<file path="src/rtl/bsg_downstream_token_rx.sv">
`default_nettype none
// ============================================================================
//  Module   : bsg_downstream_token_rx
//  Purpose  : Receive end of the token/data link. It assembles channel beats
//             into core words, queues them, and returns credits as token
//             toggles.
//  Revision : 1.0 - initial release
// ============================================================================
module bsg_downstream_token_rx #(
    parameter int CH_WIDTH    = 8,
    parameter int CHANNELS    = 2,
    parameter int CORE_WIDTH  = 64,
    parameter int FIFO_ELS    = 16,
    parameter int TOKEN_BATCH = 8
) (
    input  logic                           clk,
    input  logic                           rst,
    input  logic                           io_valid_i,
    input  logic [CH_WIDTH*CHANNELS-1:0]   io_data_i,
    output logic                           io_token_o,
    output logic                           core_valid_o,
    output logic [CORE_WIDTH-1:0]          core_data_o,
    input  logic                           core_yumi_i,
    output logic                           overflow_o,
    output logic [$clog2(TOKEN_BATCH)-1:0] credit_pend_o
);

    localparam int BW    = CH_WIDTH * CHANNELS;
    localparam int BEATS = CORE_WIDTH / BW;
    localparam int BC_W  = (BEATS > 1) ? $clog2(BEATS) : 1;
    localparam int AW    = $clog2(FIFO_ELS);
    localparam int TB_W  = $clog2(TOKEN_BATCH);

    localparam logic [BC_W-1:0] C_LAST_BEAT  = BC_W'(BEATS - 1);
    localparam logic [TB_W-1:0] C_LAST_CRED  = TB_W'(TOKEN_BATCH - 1);

    // ------------------------------------------------------------------
    // State
    // ------------------------------------------------------------------
    logic [BC_W-1:0]       beat_cnt_q,  beat_cnt_d;
    logic [CORE_WIDTH-1:0] partial_q,   partial_d;
    logic [AW:0]           wr_ptr_q,    wr_ptr_d;
    logic [AW:0]           rd_ptr_q,    rd_ptr_d;
    logic [TB_W-1:0]       dq_cnt_q,    dq_cnt_d;
    logic                  token_q,     token_d;
    logic                  overflow_q,  overflow_d;

    logic [CORE_WIDTH-1:0] mem_q [FIFO_ELS];

    logic [CORE_WIDTH-1:0] word_w;
    logic                  last_beat_w;
    logic                  empty_w;
    logic                  full_w;
    logic                  deq_w;
    logic                  enq_w;

    // ------------------------------------------------------------------
    // Deserializer: the arriving beat is merged into its slot so the
    // completed word is available on the same cycle as the last beat.
    // ------------------------------------------------------------------
    always_comb begin
        word_w = partial_q;
        for (int i = 0; i < BEATS; i++) begin
            if (beat_cnt_q == BC_W'(i)) begin
                word_w[i*BW +: BW] = io_data_i;
            end
        end
    end

    assign last_beat_w = io_valid_i && (beat_cnt_q == C_LAST_BEAT);

    // ------------------------------------------------------------------
    // FIFO status and handshake
    // ------------------------------------------------------------------
    assign empty_w = (wr_ptr_q == rd_ptr_q);
    assign full_w  = (wr_ptr_q[AW] != rd_ptr_q[AW]) &&
                     (wr_ptr_q[AW-1:0] == rd_ptr_q[AW-1:0]);
    assign deq_w   = core_yumi_i && !empty_w;
    // A simultaneous dequeue frees the slot, so a full FIFO still accepts.
    assign enq_w   = last_beat_w && (!full_w || deq_w);

    always_comb begin
        beat_cnt_d = beat_cnt_q;
        partial_d  = partial_q;
        wr_ptr_d   = wr_ptr_q;
        rd_ptr_d   = rd_ptr_q;
        dq_cnt_d   = dq_cnt_q;
        token_d    = token_q;
        overflow_d = overflow_q;

        if (io_valid_i) begin
            partial_d = word_w;
            if (beat_cnt_q == C_LAST_BEAT) begin
                beat_cnt_d = '0;
            end else begin
                beat_cnt_d = beat_cnt_q + 1'b1;
            end
        end

        if (enq_w) begin
            wr_ptr_d = wr_ptr_q + 1'b1;
        end

        if (last_beat_w && full_w && !deq_w) begin
            overflow_d = 1'b1;
        end

        if (deq_w) begin
            rd_ptr_d = rd_ptr_q + 1'b1;
            dq_cnt_d = dq_cnt_q + 1'b1;
            if (dq_cnt_q == C_LAST_CRED) begin
                token_d = ~token_q;
            end
        end
    end

    always_ff @(posedge clk) begin
        if (rst) begin
            beat_cnt_q <= '0;
            partial_q  <= '0;
            wr_ptr_q   <= '0;
            rd_ptr_q   <= '0;
            dq_cnt_q   <= '0;
            token_q    <= 1'b0;
            overflow_q <= 1'b0;
        end else begin
            beat_cnt_q <= beat_cnt_d;
            partial_q  <= partial_d;
            wr_ptr_q   <= wr_ptr_d;
            rd_ptr_q   <= rd_ptr_d;
            dq_cnt_q   <= dq_cnt_d;
            token_q    <= token_d;
            overflow_q <= overflow_d;
        end
    end

    // Storage needs no reset: the pointers alone define which entries are live.
    always_ff @(posedge clk) begin
        if (enq_w && !rst) begin
            mem_q[wr_ptr_q[AW-1:0]] <= word_w;
        end
    end

    // ------------------------------------------------------------------
    // Outputs
    // ------------------------------------------------------------------
    assign core_valid_o  = !empty_w;
    assign core_data_o   = empty_w ? '0 : mem_q[rd_ptr_q[AW-1:0]];
    assign io_token_o    = token_q;
    assign overflow_o    = overflow_q;
    assign credit_pend_o = dq_cnt_q;

endmodule
`default_nettype wire

</file>
<file path="config.mk">
export PLATFORM = sky130hd
export DESIGN_NAME = bsg_downstream_token_rx
export DESIGN_NICKNAME = d
export VERILOG_FILES = /design/src/rtl/bsg_downstream_token_rx.sv
export SDC_FILE = /design/constraint.sdc
export NUM_CORES = 1
export LEC_CHECK = 0
export CAP_MARGIN = 20
export CORE_UTILIZATION = 32
export CTS_CLUSTER_DIAMETER = 50
export CTS_CLUSTER_SIZE = 30
export DETAILED_ROUTE_END_ITERATION = 8
export PLACE_DENSITY_LB_ADDON = 0.2
export SYNTH_ARGS = -nofsm -noshare
export SYNTH_HDL_FRONTEND = slang
export SYNTH_SLANG_ARGS = --single-unit
</file>
<file path="constraint.sdc">
create_clock -name clk -period 11.8 [get_ports clk]
set_input_delay 2.36 -clock clk [delete_from_list [all_inputs] [get_ports clk]]
set_output_delay 2.36 -clock clk [all_outputs]
set_load 0.03 [all_outputs]
</file>
# Word-level counts from Yosys, hierarchy flattened
# Memory sizes are Yosys's and may differ from the RTL's. A register that Yosys moved wholly into a read port is not among the register bits.
# Index checks and enable logic that the tools add are counted.
# word_totals
memories	1
elab_cells	44
ff_bits	81
ramBits	1024
out_inout_bits	70
# classes
add_sub_neg	4
bitwise_logic	1
n_eq_ne	7
n_reduce_logical	14
mux	10
# memory_table
memory	depth	width	rd	rd_clocked_by_memory_dff	write_ports	line_no	rtl
mem_q	16	64	1	1	1	48	logic [CORE_WIDTH-1:0] mem_q [FIFO_ELS];
# ops
operator	count
two-way mux 16 bit	4
two-way mux 64 bit	1
adder 5 x 1 -> 5 bit, second input constant	2
two-way mux 4 bit	2
logical AND 1 bit	7
equality test 5 bit	1
equality test 2 bit, second input constant	2
equality test 4 bit	1
zero test 1 bit	4
adder 3 x 1 -> 3 bit, second input constant	1
equality test 3 bit, second input constant	1
adder 2 x 1 -> 2 bit, second input constant	1
equality test 2 x 1 -> 1 bit, second input constant	1
zero test 2 bit	1
two-way mux 1 bit	2
two-way mux 2 bit	1
AND reduction 2 bit	1
logical OR 1 bit	1
inequality test 1 bit	1
inverter 1 bit	1

# Logic depth before layout (Yosys ltp)
# depth
ltp_word	8
depth_mapped	8
mapped_depth_nobuf	5

# Worst setup path before layout
# Ideal clock, no wire load.
# synth_path
kind	input to register
start	in rst
end	mem mem_q[10][0], enable pin
n_path_buf	2
slack_ns	2.066
stages	5
arrival_ns	9.091
setup_ns	0.644
required_ns	11.156
cell_sequence	clkbuf_1 -> inv_2 -> clkbuf_1 -> nand2_1 -> nor4_1
# synth_via
elab_chain_cells	4
# synth_rtl
item	line_no	rtl
start, declared	17	input logic rst,
zero test 1 bit	139	if (enq_w && !rst) begin
logical AND 1 bit	139	
two-way mux 1 bit	139	
two-way mux 1 bit (implied by the code)	140	mem_q[wr_ptr_q[AW-1:0]] <= word_w;
end, declared	48	
# No other way between the ends.

==> impl_metrics.json <==
{
  "drive_above_1_share_pct": 26.98,
  "ant_nets": 0,
  "holdBufCountCts": 0,
  "routed_wl_um": 114800,
  "cp_slowest_cell": "dfxtp_4",
  "grt_overflow": 0,
  "ir_drop_mv": 0.1094,
  "yosysTopAreaCell": "edfxtp_1",
  "path_buf_inv": 3,
  "seq_area_um2": 32460,
  "rsz0062_at_grt": "no",
  "yosys_warnings": 0,
  "maxSlewViolCount": 0,
  "multi_input_area_um2": 9702,
  "critPathMaxFanout": 96,
  "syn_area_per_cell_um2": 21.17,
  "clk_path_buf_depth": 3,
  "async_reset_ff_share_pct": 0,
  "die_width_um": 367.4,
  "fin_crit_ns": 7.197,
  "fp.coreArea_um2": 132000,
  "synth_top_area_share_pct": 71.96,
  "setup_viol": 0,
  "gp_congestion": 0.7035,
  "ys_types": 41,
  "worst_skew_pair.late_latency_ns": 0.71,
  "io-pin-count": 90,
  "wl_per_cell_um": 28.65,
  "synth-seq-cells": 1109,
  "num_vias": 20816,
  "dr.first_iter.drc_count": 2206,
  "arrival_ns": 4.84,
  "cp_top_family": "buffers and inverters",
  "setup_tns_ns": 0,
  "grt_pass1_wl_um": 163300,
  "finalHoldViolations": 0,
  "max_stage_delay_ns": 0.88,
  "p_leak_nw": 15.15,
  "power.density_nw_per_um2": 168.1,
  "htree_levels": 3,
  "synth-xor-area-share_pct": 0.1201,
  "synth_area_leaders": "edfxtp_1 72%, mux4_2 13%, dfxtp_1 4.0%, mux2_1 1.9%, o22ai_1 1.9%",
  "fill_cells": 11851,
  "worstSetupStartpointType": "flip-flop",
  "period_share_pct": 60.99,
  "pre_cts_ws_ns": 5.210,
  "most-common-layout-cells": "1024 x edfxtp_1, 256 x mux4_2, 128 x o22ai_1",
  "layout_setup_ws_ns": 4.603,
  "path_clk_slew_ns": 0.07,
  "muxShareOfSynthArea_pct": 16.63,
  "fin_skew_ns": 0.03339,
  "synthAdderAreaFrac_pct": 0.3221,
  "synth_area_um2": 42730,
  "grt_max_degree": 110,
  "port_buffers": 89,
  "antenna_found_initial": 12,
  "reg2reg_from": "beat_cnt_q[0]$_SDFFE_PP0P_",
  "vias_per_cell": 5.196,
  "slew-limit-headroom_pct": 30.48,
  "post_cts_buffers": 0,
  "synth_top_family_by_area": "multiplexers",
  "drc": 0,
  "tightest_slew_ns": 1.043,
  "worstPathCellList": "buf_12 -> or2_2 -> buf_4 -> o22ai_1 -> nor3_2 -> clkdlybuf4s50_1",
  "status": "complete, no violations",
  "rows": 133,
  "maxCapViolCount": 0,
  "synth_nets": 2049,
  "first_global_vias": 22007,
  "place_hpwl_um": 61030,
  "cts_resized": 0,
  "yosys.area_share.simple_pct": 2.996,
  "syn2layout_area_growth_pct": 16.42,
  "worstPathRequired_ns": 9.44,
  "seq_area_frac_synth_pct": 75.95,
  "start_util_pct": 32.38,
  "first_pass_iters": 5,
  "endpoint_kind": "primary output",
  "synthFlopType": "edfxtp_1",
  "hold_path.class": "reg2reg",
  "fmax_mhz": 138.9,
  "synth_compound_area_share_pct": 2.401,
  "grt_usage_pct": 17.07,
  "worst-setup-path-type": "reg2out",
  "root_buffer": "clkbuf_16",
  "mostFrequentLayoutCell": "edfxtp_1",
  "synth_cells": 2018,
  "dieHeight_um": 367.4,
  "clock_sinks": 1109,
  "cts_tree": "built",
  "fin_nets": 2183,
  "synth_edf_count": 1024,
  "dieArea_um2": 135000,
  "hp-start": "partial_q[52]$_SDFFE_PP0P_",
  "cts_buffers": 112
}
## synthesized netlist by cell type (2+ instances only)
library cell / count
edfxtp_1: 1024
mux4_2: 256
o22ai_1: 128
dfxtp_1: 85
mux2_1: 72
nor2_1: 61
nor3_2: 60
mux2i_1: 53
nand2_1: 50
buf_2: 46
clkbuf_1: 45
a21oi_1: 21
buf_4: 14
buf_1: 12
nor3_1: 12
ha_1: 11
nor4_1: 9
buf_6: 8
inv_1: 8
nor2b_1: 6
nand2b_1: 4
nand4_1: 4
xnor2_1: 4
o311ai_1: 3
or2_1: 3
a211o_1: 2
inv_2: 2
o21ai_1: 2
## power breakdown
group	total, W	internal [W]	leakage [nW]	switching [W]
registers	0.00434	0.00433	10.0	0.00000775
logic	0.000249	0.0000691	3.21	0.000180
clock network	0.00378	0.00213	1.91	0.00165
## routing by layer
metal / wire (um) / global-route usage, %
met5: 13 / 0
met4: 2082 / 4.423
met2: 55000 / 27.50
met1: 49900 / 23.61
met3: 7773 / 3.325
## logic make-up (layout without fill, tap and decap cells)
family / after synthesis / count (layout)
AND/OR/NAND/NOR: 214 / 214
buffers and inverters: 135 / 367
other: 0 / 1
XOR/XNOR: 5 / 5
multiplexers: 381 / 381
AO/OA/AOI/OAI: 163 / 163
adder cells (fa/ha/maj): 11 / 11
flip-flops: 1109 / 1109
## per-stage QoR
stage          hold WS [ns]  instance area [um^2]  instances  utilization, %  total power (W)
6_report             0.4510                 49750       4006           37.70         0.008362
5_1_grt              0.4671                 49750       4005           37.70         0.008608
4_1_cts              0.4522                 49750       4005           37.70         0.008448
3_5_place_dp         0.4421                 45740       3793           34.66         0.004674
3_3_place_gp         0.4384                 45740       3793           34.66         0.004664
2_1_floorplan        0.4322                 42730       2018               -         0.004570
## tightest hold or removal path: stages (launching register included)
cell and delay [ns]:
dfxtp_1 0.31, nand2_1 0.05, a21oi_1 0.05
## sequential cells by signal (all words and copies together) (netlist names), named ones only
| register | flops |
|---|---|
| wr_ptr_q | 5 |
| io_token_o | 1 |
| overflow_o | 1 |
| credit_pend_o | 3 |
| beat_cnt_q | 2 |
| partial_q | 64 |
| rd_ptr_q | 5 |
| mem_q | 1024 |
## cell type report
class / count / area share [%]
Inverter: 10 / 0.07545
Sequential cell: 1109 / 65.25
Tap cell: 1755 / 4.414
Antenna cell: 1 / 0.005030
Clock buffer: 123 / 5.860
Timing Repair Buffer: 145 / 2.701
Multi-Input combinational cell: 774 / 19.50
Clock inverter: 89 / 2.188
## final timing paths
| path | to | slack (ns) | depth (start not counted) |
|---|---|---|---|
| setup / recovery | core_data_o[52] | 4.60 | 6 |
| hold / removal | partial_q[52]$_SDFFE_PP0P_ | 0.45 | 2 |
| setup reg to reg | mem_q[9][45]$_DFFE_PP_ | 7.88 | 7 |
| hold reg to reg | partial_q[52]$_SDFFE_PP0P_ | 0.45 | 2 |
No activity file was read; power rests on OpenSTA's default activity.
